### src/rtl/cv32e40x_wb_stage_if.sv
// Writeback-stage port bundle: EX/WB pipeline register contents, controller
// kill, LSU response channel and the writeback results/handshake.
//
// Handshake: EX presents an instruction with ex_wb_valid_i. WB accepts it in
// the cycle wb_ready_o=1. While wb_ready_o=0 the EX/WB register is held stable.
// The LSU response (lsu_rvalid_i) is a single-cycle pulse that WB always
// consumes; it has no back-pressure.
interface cv32e40x_wb_stage_if;
  logic        ex_wb_valid_i;
  logic        ex_wb_rf_we_i;
  logic [4:0]  ex_wb_rf_waddr_i;
  logic [31:0] ex_wb_rf_wdata_i;
  logic        ex_wb_data_req_i;
  logic        ex_wb_exc_i;
  logic [31:0] ex_wb_pc_i;
  logic        kill_wb_i;
  logic        lsu_rvalid_i;
  logic [31:0] lsu_rdata_i;
  logic        lsu_err_i;
  logic        rf_we_wb_o;
  logic [4:0]  rf_waddr_wb_o;
  logic [31:0] rf_wdata_wb_o;
  logic        wb_ready_o;
  logic        wb_valid_o;
  logic        lsu_err_o;
  logic [31:0] lsu_err_pc_o;
  logic [63:0] instret_o;

  // Pipeline/LSU/controller side
  modport master (
    output ex_wb_valid_i, ex_wb_rf_we_i, ex_wb_rf_waddr_i, ex_wb_rf_wdata_i,
           ex_wb_data_req_i, ex_wb_exc_i, ex_wb_pc_i, kill_wb_i,
           lsu_rvalid_i, lsu_rdata_i, lsu_err_i,
    input  rf_we_wb_o, rf_waddr_wb_o, rf_wdata_wb_o, wb_ready_o, wb_valid_o,
           lsu_err_o, lsu_err_pc_o, instret_o
  );

  // Writeback stage side
  modport slave (
    input  ex_wb_valid_i, ex_wb_rf_we_i, ex_wb_rf_waddr_i, ex_wb_rf_wdata_i,
           ex_wb_data_req_i, ex_wb_exc_i, ex_wb_pc_i, kill_wb_i,
           lsu_rvalid_i, lsu_rdata_i, lsu_err_i,
    output rf_we_wb_o, rf_waddr_wb_o, rf_wdata_wb_o, wb_ready_o, wb_valid_o,
           lsu_err_o, lsu_err_pc_o, instret_o
  );
endinterface

### src/rtl/cv32e40x_wb_stage.sv
// Writeback stage: commits ALU results immediately, completes loads on the
// LSU response, reports load bus errors and counts retired instructions.
// A load killed before its response arrives parks in DRAIN so the late
// response is swallowed instead of being attributed to a younger instruction.
module cv32e40x_wb_stage (
  input  logic                     clk,
  input  logic                     rst_n,
  cv32e40x_wb_stage_if.slave       wb_if,
  output logic [1:0]               wb_state_o
);

  typedef enum logic [1:0] {
    IDLE  = 2'd0,
    WAIT  = 2'd1,
    DRAIN = 2'd2
  } wb_state_e;

  wb_state_e   state_q, state_d;
  logic [63:0] instret_q;

  logic act;
  logic ld;
  logic rf_we;
  logic retire;
  logic err;
  logic ready;

  assign act = wb_if.ex_wb_valid_i && !wb_if.kill_wb_i;
  assign ld  = act && wb_if.ex_wb_data_req_i;

  // Next-state and writeback control; everything defaults to "nothing happens"
  always_comb begin
    state_d = state_q;
    rf_we   = 1'b0;
    retire  = 1'b0;
    err     = 1'b0;
    ready   = 1'b1;
    case (state_q)
      IDLE: begin
        if (act && !wb_if.ex_wb_data_req_i) begin
          rf_we  = wb_if.ex_wb_rf_we_i && !wb_if.ex_wb_exc_i;
          retire = !wb_if.ex_wb_exc_i;
        end else if (ld) begin
          if (wb_if.lsu_rvalid_i) begin
            // Zero-wait response completes without leaving IDLE
            if (wb_if.lsu_err_i) begin
              err = 1'b1;
            end else begin
              rf_we  = wb_if.ex_wb_rf_we_i;
              retire = 1'b1;
            end
          end else begin
            ready   = 1'b0;
            state_d = WAIT;
          end
        end
        // Killed or absent instruction: no side effects, stay ready
      end
      WAIT: begin
        if (wb_if.lsu_rvalid_i) begin
          state_d = IDLE;
          if (wb_if.kill_wb_i) begin
            // Response consumed and discarded
          end else if (wb_if.lsu_err_i) begin
            err = 1'b1;
          end else begin
            rf_we  = wb_if.ex_wb_rf_we_i;
            retire = 1'b1;
          end
        end else begin
          ready = 1'b0;
          if (wb_if.kill_wb_i) begin
            state_d = DRAIN;
          end
        end
      end
      DRAIN: begin
        // Swallow the orphaned response; block any new instruction meanwhile
        ready = 1'b0;
        if (wb_if.lsu_rvalid_i) begin
          state_d = IDLE;
        end
      end
      default: begin
        state_d = IDLE;
      end
    endcase
  end

  // FSM state register
  always_ff @(posedge clk or negedge rst_n) begin
    if (!rst_n) begin
      state_q <= IDLE;
    end else begin
      state_q <= state_d;
    end
  end

  // Retired-instruction counter, wraps modulo 2^64
  always_ff @(posedge clk or negedge rst_n) begin
    if (!rst_n) begin
      instret_q <= 64'd0;
    end else if (retire) begin
      instret_q <= instret_q + 64'd1;
    end
  end

  assign wb_if.rf_we_wb_o    = rf_we;
  assign wb_if.rf_waddr_wb_o = wb_if.ex_wb_rf_waddr_i;
  assign wb_if.rf_wdata_wb_o = wb_if.ex_wb_data_req_i ? wb_if.lsu_rdata_i
                                                      : wb_if.ex_wb_rf_wdata_i;
  assign wb_if.wb_ready_o    = ready;
  assign wb_if.wb_valid_o    = retire;
  assign wb_if.lsu_err_o     = err;
  assign wb_if.lsu_err_pc_o  = wb_if.ex_wb_pc_i;
  assign wb_if.instret_o     = instret_q;
  assign wb_state_o          = state_q;

endmodule

### src/flat_wrapper.sv
// flat-port wrapper written by rule: the top's interface ports become plain ports
module cv32e40x_wb_stage_flat 
  (clk, rst_n, wb_state_o, wb_if_ex_wb_valid_i, wb_if_ex_wb_rf_we_i, wb_if_ex_wb_rf_waddr_i, wb_if_ex_wb_rf_wdata_i, wb_if_ex_wb_data_req_i, wb_if_ex_wb_exc_i, wb_if_ex_wb_pc_i, wb_if_kill_wb_i, wb_if_lsu_rvalid_i, wb_if_lsu_rdata_i, wb_if_lsu_err_i, wb_if_rf_we_wb_o, wb_if_rf_waddr_wb_o, wb_if_rf_wdata_wb_o, wb_if_wb_ready_o, wb_if_wb_valid_o, wb_if_lsu_err_o, wb_if_lsu_err_pc_o, wb_if_instret_o);
  cv32e40x_wb_stage_if wb_if_i ();
  input  logic clk;
  input  logic rst_n;
  output logic [1:0] wb_state_o;
  input wire logic [$bits(wb_if_i.ex_wb_valid_i)-1:0] wb_if_ex_wb_valid_i;
  input wire logic [$bits(wb_if_i.ex_wb_rf_we_i)-1:0] wb_if_ex_wb_rf_we_i;
  input wire logic [$bits(wb_if_i.ex_wb_rf_waddr_i)-1:0] wb_if_ex_wb_rf_waddr_i;
  input wire logic [$bits(wb_if_i.ex_wb_rf_wdata_i)-1:0] wb_if_ex_wb_rf_wdata_i;
  input wire logic [$bits(wb_if_i.ex_wb_data_req_i)-1:0] wb_if_ex_wb_data_req_i;
  input wire logic [$bits(wb_if_i.ex_wb_exc_i)-1:0] wb_if_ex_wb_exc_i;
  input wire logic [$bits(wb_if_i.ex_wb_pc_i)-1:0] wb_if_ex_wb_pc_i;
  input wire logic [$bits(wb_if_i.kill_wb_i)-1:0] wb_if_kill_wb_i;
  input wire logic [$bits(wb_if_i.lsu_rvalid_i)-1:0] wb_if_lsu_rvalid_i;
  input wire logic [$bits(wb_if_i.lsu_rdata_i)-1:0] wb_if_lsu_rdata_i;
  input wire logic [$bits(wb_if_i.lsu_err_i)-1:0] wb_if_lsu_err_i;
  output wire logic [$bits(wb_if_i.rf_we_wb_o)-1:0] wb_if_rf_we_wb_o;
  output wire logic [$bits(wb_if_i.rf_waddr_wb_o)-1:0] wb_if_rf_waddr_wb_o;
  output wire logic [$bits(wb_if_i.rf_wdata_wb_o)-1:0] wb_if_rf_wdata_wb_o;
  output wire logic [$bits(wb_if_i.wb_ready_o)-1:0] wb_if_wb_ready_o;
  output wire logic [$bits(wb_if_i.wb_valid_o)-1:0] wb_if_wb_valid_o;
  output wire logic [$bits(wb_if_i.lsu_err_o)-1:0] wb_if_lsu_err_o;
  output wire logic [$bits(wb_if_i.lsu_err_pc_o)-1:0] wb_if_lsu_err_pc_o;
  output wire logic [$bits(wb_if_i.instret_o)-1:0] wb_if_instret_o;
  assign wb_if_i.ex_wb_valid_i = wb_if_ex_wb_valid_i;
  assign wb_if_i.ex_wb_rf_we_i = wb_if_ex_wb_rf_we_i;
  assign wb_if_i.ex_wb_rf_waddr_i = wb_if_ex_wb_rf_waddr_i;
  assign wb_if_i.ex_wb_rf_wdata_i = wb_if_ex_wb_rf_wdata_i;
  assign wb_if_i.ex_wb_data_req_i = wb_if_ex_wb_data_req_i;
  assign wb_if_i.ex_wb_exc_i = wb_if_ex_wb_exc_i;
  assign wb_if_i.ex_wb_pc_i = wb_if_ex_wb_pc_i;
  assign wb_if_i.kill_wb_i = wb_if_kill_wb_i;
  assign wb_if_i.lsu_rvalid_i = wb_if_lsu_rvalid_i;
  assign wb_if_i.lsu_rdata_i = wb_if_lsu_rdata_i;
  assign wb_if_i.lsu_err_i = wb_if_lsu_err_i;
  assign wb_if_rf_we_wb_o = wb_if_i.rf_we_wb_o;
  assign wb_if_rf_waddr_wb_o = wb_if_i.rf_waddr_wb_o;
  assign wb_if_rf_wdata_wb_o = wb_if_i.rf_wdata_wb_o;
  assign wb_if_wb_ready_o = wb_if_i.wb_ready_o;
  assign wb_if_wb_valid_o = wb_if_i.wb_valid_o;
  assign wb_if_lsu_err_o = wb_if_i.lsu_err_o;
  assign wb_if_lsu_err_pc_o = wb_if_i.lsu_err_pc_o;
  assign wb_if_instret_o = wb_if_i.instret_o;
  cv32e40x_wb_stage u_core (.clk(clk), .rst_n(rst_n), .wb_if(wb_if_i), .wb_state_o(wb_state_o));
endmodule
### config.mk
export PLATFORM = sky130hd
export DESIGN_NAME = cv32e40x_wb_stage_flat
export DESIGN_NICKNAME = d
export VERILOG_FILES = /design/src/rtl/cv32e40x_wb_stage_if.sv /design/src/rtl/cv32e40x_wb_stage.sv /design/src/flat_wrapper.sv
export SDC_FILE = /design/constraint.sdc
export NUM_CORES = 1
export LEC_CHECK = 0
export ABC_AREA = 0
export CORE_MARGIN = 2
export CORE_UTILIZATION = 25
export DETAILED_ROUTE_END_ITERATION = 16
export SYNTH_ARGS = -nofsm -noshare
export SYNTH_HDL_FRONTEND = slang
export SYNTH_SLANG_ARGS = --single-unit
### constraint.sdc
create_clock -name clk -period 2.56 [get_ports clk]
set_input_delay 0.256 -clock clk [delete_from_list [all_inputs] [get_ports clk]]
set_output_delay 0.256 -clock clk [all_outputs]
set_load 0.01 [all_outputs]
==> impl_results.md, run 1 <==
- Status: complete, but fails checks
- Commonest register cell after synthesis: dfrtp_1
- Comb power frac: 17.7%
- Initial antenna violation count: 4
- CTS sink count: 66
- Synthesized Nets: 499
- Largest net degree at the start of global routing: 37
- Layout cells sized above 1: 13.4%
- Overflow after GRT: 0
- CP Capture Type: output port
- CP max FO: 31
- First-pass GRT wire length: 21,300 µm
- Synth unique cells: 36
- Placed cell area: 5720 µm²
- Remaining DRCs: 0
- Min Hold Slack: -0.0127 ns
- Die area: 16,600 µm²
- Setup TNS Final: 0 ns
- Post-Place Cells: 740
- Failing checks: hold timing
- Longest Clk Path Bufs: 2
- Count leader, synth: dfrtp_1
- Net Sw Frac: 24.3%
- Crit path kind: in2out
- Routed WL: 14,000 µm
- Setup bufs post-CTS: 0
- Root buf cell: clkbuf_16
- Wire per inst: 18.5 µm
- GRT Overall Usage: 17.3%
- Slew Viols, Final: 0
- Async SR Flop Fraction: 100%
- Maxcap violations: 0
- H-tree levels: 3
- Area growth syn-to-layout: 54.0%
- Top post-synthesis cells by count: dfrtp_1, xor2_1, buf_4, mux2_2, nand2_1
- Final worst path period share: 94.9%
- Yosys top cell area share: 42.3%
- Crit start category: input pin
- Clk_lat worst skew: 0.33 ns
- DIE HEIGHT: 129 µm
- Mux cell area share after synthesis: 9.52%
- Fmax: 412 MHz
- Synthesized area: 3900 µm²
- Largest family of logic cells by synthesized area: simple AND/OR/NAND/NOR gates
- Clk pin slew, worst setup/hold paths: 0.06 ns
- CP Data Arrival Time: 2.17 ns
- Synth Area in Simple Gates: 21.1%
- Post-synthesis xor/xnor area fraction: 14.1%
- Port bufs: 174
- Sw Pwr: 0.000695 W
- Fill cell count: 1,489
- FF+latch area: 1650 µm²
- First DRT Iteration DRCs: 153
- Antenna Nets Post-Route: 0
- Final net count: 651
- Slew @ Worst Pin: 0.731 ns
- DP HPWL: 11,400 µm
- Area of the multi-input gates: 1870 µm²
- Pwr Density: 476 nW/µm²
- Final GP Congestion: 0.876
- Post-route insts no fill: 756
- Initial core utilization: 25.6%
- Antenna Cells: 0
- Compound-gate portion of the synthesized area: 2.76%
- Total CTS buffers: 9
- Avg Synthesized Cell Area: 10.1 µm²
- Seq/Total Area, Yosys: 42.3%
- Vias: 3,468
- Fin crit period: 2.43 ns
- CP required: 2.30 ns
- Drt first pass iters: 4
- Seq cells post-synth: 66
- Post-route cell area: 6010 µm²
- Worst min path class: in2async
- Rows: 45
- Area leader, netlist: dfrtp_1
- Total core area: 15,300 µm²
- Leakage Power: 2.55 nW
- Post-synth EDFFs: 0
- Total power: 0.00286 W
- Fin. Hold Viols: 30
- Clock group share of total power: 42.8%
- Chip width: 129 µm
- Post-CTS Hold Buffers: 0
- Synth warn: 0
- Area contributors post-synth: dfrtp_1, mux2_2, xor2_1
- Worst Clk Skew: 0.00670 ns
- Gate count after technology mapping: 388
- Vias in the first global route: 3,680
- Adder-cell share of the synthesized area: 0.320%
- Setup violators final: 0
- CTS tree: done
- Vias per cell: 4.59
- Reg power frac: 39.5%
- Post_cts resized: 0
- Int Pwr: 0.00217 W
- I/O pins: 249
- RSZ-0062 raised after global routing: no
- Rel. slew slack: 51.3%
- IR drop worst, VDD: 276 µV
sequential cells by signal, summed over array words and instances, names as in the netlist:
name                    count
u_core.wb_state_o           2
u_core.wb_if.instret_o     64
cells in the final DEF, fill, tap and decap left out, types with 10 or more instances in the layout:
cell,Yosys,final
nand4_1,14,14
nor2_1,26,26
dfrtp_1,66,66
inv_1,16,16
clkdlybuf4s50_1,0,173
buf_4,38,10
nor4_1,15,15
xnor2_1,23,23
nand3_1,23,23
nor3_1,25,25
xor2_1,40,40
nand2_1,28,28
mux2_2,33,33
power by group through the flow:
stage / Sequential, W / Combinational [W] / Clock [W]
floorplan: 0.00115 / 0.000205 / 0
global placement: 0.00114 / 0.000513 / 0
detailed placement: 0.00115 / 0.000515 / 0
CTS: 0.00113 / 0.000519 / 0.00125
global route: 0.00113 / 0.000542 / 0.00130
finish: 0.00113 / 0.000506 / 0.00123
worst max-delay path, stage by stage:
cell             delay, ns
clkdlybuf4s50_1       0.55
buf_4                 0.39
mux2_2                0.39
clkdlybuf4s50_1       0.58
cell type report:
| type | instances | area share, % |
|---|---|---|
| clock buffer | 12 | 4.10 |
| clock inverter | 4 | 0.853 |
| inverter | 16 | 0.999 |
| multi-input combinational | 260 | 31.1 |
| sequential | 66 | 27.5 |
| tap | 211 | 4.39 |
| timing repair buffer | 187 | 31.1 |
metal layers:
| layer | wire [µm] | vias up | global-route usage [%] | share of wire (%) |
|---|---|---|---|---|
| li1 | - | 1610 | - | - |
| met1 | 5070 | 1666 | 18.3 | 36 |
| met2 | 7330 | 157 | 31.0 | 52 |
| met3 | 1320 | 27 | 7.40 | 9.4 |
| met4 | 246 | 8 | 5.43 | 1.8 |
| met5 | 52 | - | 0 | 0.37 |
cells by family after synthesis:
group | Yosys count
and+or+nand+nor | 152
DFF | 66
xor gates and xnor gates | 63
buffers and inverters | 62
muxes | 33
AOI/OAI and AO/OA | 11
adders and majority gates | 1
stage by stage:
step / setup slack, ns / utilization [%]
finish: 0.130 / 39.4
global route: 0.00659 / 39.4
CTS: 0.0872 / 39.4
detailed placement: 0.0325 / 37.5
global placement: 0.0424 / 37.5
floorplan: 0.525 / -
worst paths after layout:
kind / endpoint / cells past startpoint / slack, ns / start
setup / recovery: wb_if_rf_wdata_wb_o[26] / 4 / 0.13 / wb_if_ex_wb_data_req_i
hold / removal: u_core.wb_if.instret_o[35] / 1 / -0.01 / rst_n
setup reg to reg: u_core.wb_if.instret_o[57] / 5 / 0.25 / u_core.wb_if.instret_o[5]
hold reg to reg: u_core.wb_if.instret_o[63] / 1 / 0.46 / u_core.wb_if.instret_o[63]
max in group asynchronous: u_core.wb_if.instret_o[22] / 2 / 1.93 / rst_n
min in group clk: u_core.wb_if.instret_o[63] / 1 / 0.46 / u_core.wb_if.instret_o[63]
(Power assumes the default switching activity.)
==> inputs of run 2 (changes only) <==
--- a/config.mk
+++ b/config.mk
@@ -8,6 +8,7 @@
 export ABC_AREA = 0
 export CORE_MARGIN = 2
 export CORE_UTILIZATION = 25
+export CTS_BUF_LIST = sky130_fd_sc_hd__clkbuf_2
 export DETAILED_ROUTE_END_ITERATION = 16
 export SYNTH_ARGS = -nofsm -noshare
 export SYNTH_HDL_FRONTEND = slang
==> constraint.sdc (replaced) <==
create_clock -name clk -period 3.2 [get_ports clk]
set_input_delay 0.32 -clock clk [delete_from_list [all_inputs] [get_ports clk]]
set_output_delay 0.32 -clock clk [all_outputs]
set_load 0.01 [all_outputs]
==> impl_results.md, run 2 (synthesized netlist as in run 1, its figures left out) <==
- Layout cells sized above 1: 12.2% (was 13.4%)
- Remaining DRCs: 0 (unchanged)
- Root buf cell: clkbuf_2 (was clkbuf_16)
- CTS sink count: 66 (unchanged)
- Comb power frac: 21.6% (was 17.7%)
- Port bufs: 174 (unchanged)
- I/O pins: 249 (unchanged)
- Clock group share of total power: 28.2% (was 42.8%)
- Clk_lat worst skew: 0.51 ns (was 0.33 ns)
- CP Capture Type: output port (unchanged)
- Routed WL: 12,800 µm (was 14,000 µm)
- Slowest-stage cell, CP: dfrtp_1 (was clkdlybuf4s50_1)
- H-tree levels: 3 (unchanged)
- First DRT Iteration DRCs: 201 (was 153)
- IR drop worst, VDD: 183 µV (was 276 µV)
- Setup TNS Final: 0 ns (unchanged)
- Final GP Congestion: 0.864 (was 0.876)
- CP required: 2.88 ns (was 2.30 ns)
- Maxcap violations: 0 (unchanged)
- DP HPWL: 10,300 µm (was 11,400 µm)
- Largest net degree at the start of global routing: 67 (was 37)
- Rel. slew slack: 40.4% (was 51.3%)
- Status: complete, no violations (was complete, but fails checks)
- First-pass GRT wire length: 19,500 µm (was 21,300 µm)
- Slew @ Worst Pin: 0.894 ns (was 0.731 ns)
- Max reg flops: 64 (unchanged)
- Reg power frac: 50.2% (was 39.5%)
- Slew Viols, Final: 0 (unchanged)
- Drt first pass iters: 4 (unchanged)
- RSZ-0062 raised after global routing: no (unchanged)
- CTS tree: done (unchanged)
- Crit path kind: reg2out (was in2out)
- Pwr Density: 313 nW/µm² (was 476 nW/µm²)
- Area of the multi-input gates: 1870 µm² (unchanged)
- Total CTS buffers: 9 (unchanged)
- CP cell instances: a21oi_2 -> nor4_2 -> buf_4 -> nor2_1 -> inv_1 -> and2_1 -> clkdlybuf4s50_1 (was clkdlybuf4s50_1 -> buf_4 -> mux2_2 -> clkdlybuf4s50_1)
- Fill cell count: 1,546 (was 1,489)
- Fmax: 351 MHz
- Post_cts resized: 0 (unchanged)
- Crit start category: register (was input pin)
- Vias in the first global route: 3,522 (was 3,680)
- Vias: 3,423 (was 3,468)
- Initial core utilization: 25.6% (unchanged)
- CP Data Arrival Time: 2.53 ns (was 2.17 ns)
- Wire per inst: 17.1 µm (was 18.5 µm)
- Leakage Power: 2.43 nW (was 2.55 nW)
- Sw Pwr: 0.000517 W (was 0.000695 W)
- Longest Clk Path Bufs: 2 (unchanged)
- Overflow after GRT: 0 (unchanged)
- GRT Overall Usage: 15.6% (was 17.3%)
- Net Sw Frac: 28.7% (was 24.3%)
- Final net count: 645 (was 651)
- Chip width: 129 µm (unchanged)
- Fin. Hold Viols: 0 (was 30)
- Rows: 45 (unchanged)
- Delay of the slowest cell on the worst path: 0.49 ns (was 0.58 ns)
- Min Hold Slack: 0.448 ns (was -0.0127 ns)
- Initial antenna violation count: 0 (was 4)
- Vias per cell: 4.56 (was 4.59)
- Die area: 16,600 µm² (unchanged)
- Int Pwr: 0.00128 W (was 0.00217 W)
- Setup violators final: 0 (unchanged)
- DIE HEIGHT: 129 µm (unchanged)
- FF+latch area: 1650 µm² (unchanged)
- CP max FO: 6 (was 31)
- Most common cell after layout, fill and taps aside: clkdlybuf4s50_1 (unchanged)
- Setup bufs post-CTS: 0 (unchanged)
- Antenna Cells: 0 (unchanged)
- Worst Clk Skew: 0.0266 ns (was 0.00670 ns)
- Final worst path period share: 89.1%
- Antenna Nets Post-Route: 0 (unchanged)
- Area growth syn-to-layout: 47.2% (was 54.0%)
- Clk pin slew, worst setup/hold paths: 0.20 ns (was 0.06 ns)
- Fin crit period: 2.85 ns
- Worst min path class: in2reg (was in2async)
- Total core area: 15,300 µm² (unchanged)
- Commonest cells after routing, fill and taps aside: clkdlybuf4s50_1, dfrtp_1, xor2_1 (unchanged)
## run 2: changes by cell type in the layout (fill, tap and decap cells not counted), sizes merged
cell / change
buf: -7
clkbuf: -3
inv: +2
clkinv: +1
dlygate4sd3: +1
## run 2: power groups by stage
stage               registers (W)  logic, W  clock network (W)
floorplan                0.000924  0.000164                  0
global placement         0.000918  0.000392                  0
detailed placement       0.000920  0.000396                  0
CTS                      0.000906  0.000398           0.000524
global route             0.000912  0.000416           0.000561
finish                   0.000905  0.000389           0.000507
## run 2: through the flow
stage / power, W / std cells / setup slack, ns / instance area (µm²) / util [%]
floorplan: 0.00109 / 388 / 1.17 / 3910 / -
global placement: 0.00131 / 733 / 0.426 / 5630 / 36.9
detailed placement: 0.00132 / 733 / 0.402 / 5630 / 36.9
CTS: 0.00183 / 750 / 0.265 / 5750 / 37.7
global route: 0.00189 / 750 / 0.124 / 5750 / 37.7
finish: 0.00180 / 750 / 0.348 / 5750 / 37.7
## run 2: final timing paths
path | start | to | slack (ns) | depth (start not counted)
max | u_core.wb_state_o[0] | wb_if_rf_we_wb_o | 0.35 | 7
min | wb_if_lsu_rvalid_i | u_core.wb_state_o[1] | 0.45 | 2
max reg2reg | u_core.wb_if.instret_o[5] | u_core.wb_if.instret_o[29] | 0.68 | 6
min reg2reg | u_core.wb_if.instret_o[37] | u_core.wb_if.instret_o[37] | 0.51 | 1
max in group asynchronous | rst_n | u_core.wb_if.instret_o[35] | 2.12 | 3
min in group asynchronous | rst_n | u_core.wb_if.instret_o[41] | 0.51 | 3
## run 2: worst max-delay path, delay by kind of cell, from the launching register on
kind,cells,cell delay (ns)
buf+inv,3,0.77
compound gates,1,0.22
flops,1,0.49
simple gates,3,0.54
## run 2: timing repair
item / in CTS / in global routing
endpoints found under the setup margin: 0 / 0
hold endpoints to repair: 45 / 0
hold buffers: 1 / 0
## run 2: per-layer routing
layer  track usage (%)  wire (µm)  share of wire [%]  up-vias
li1                  -          -                  -     1601
met1              15.8       4670                 36     1636
met2              28.3       6620                 52      161
met3              5.82       1070                8.3       25
met4              7.48        483                3.8        0
met5                 0          0                  0        -
## run 2: cell type report
| cell class | instances | area share (%) |
|---|---|---|
| Clock buffer | 9 | 0.784 |
| Clock inverter | 7 | 1.18 |
| Inverter | 16 | 1.04 |
| Multi-Input combinational cell | 260 | 32.5 |
| Sequential cell | 66 | 28.7 |
| Tap cell | 211 | 4.59 |
| Timing Repair Buffer | 181 | 31.2 |
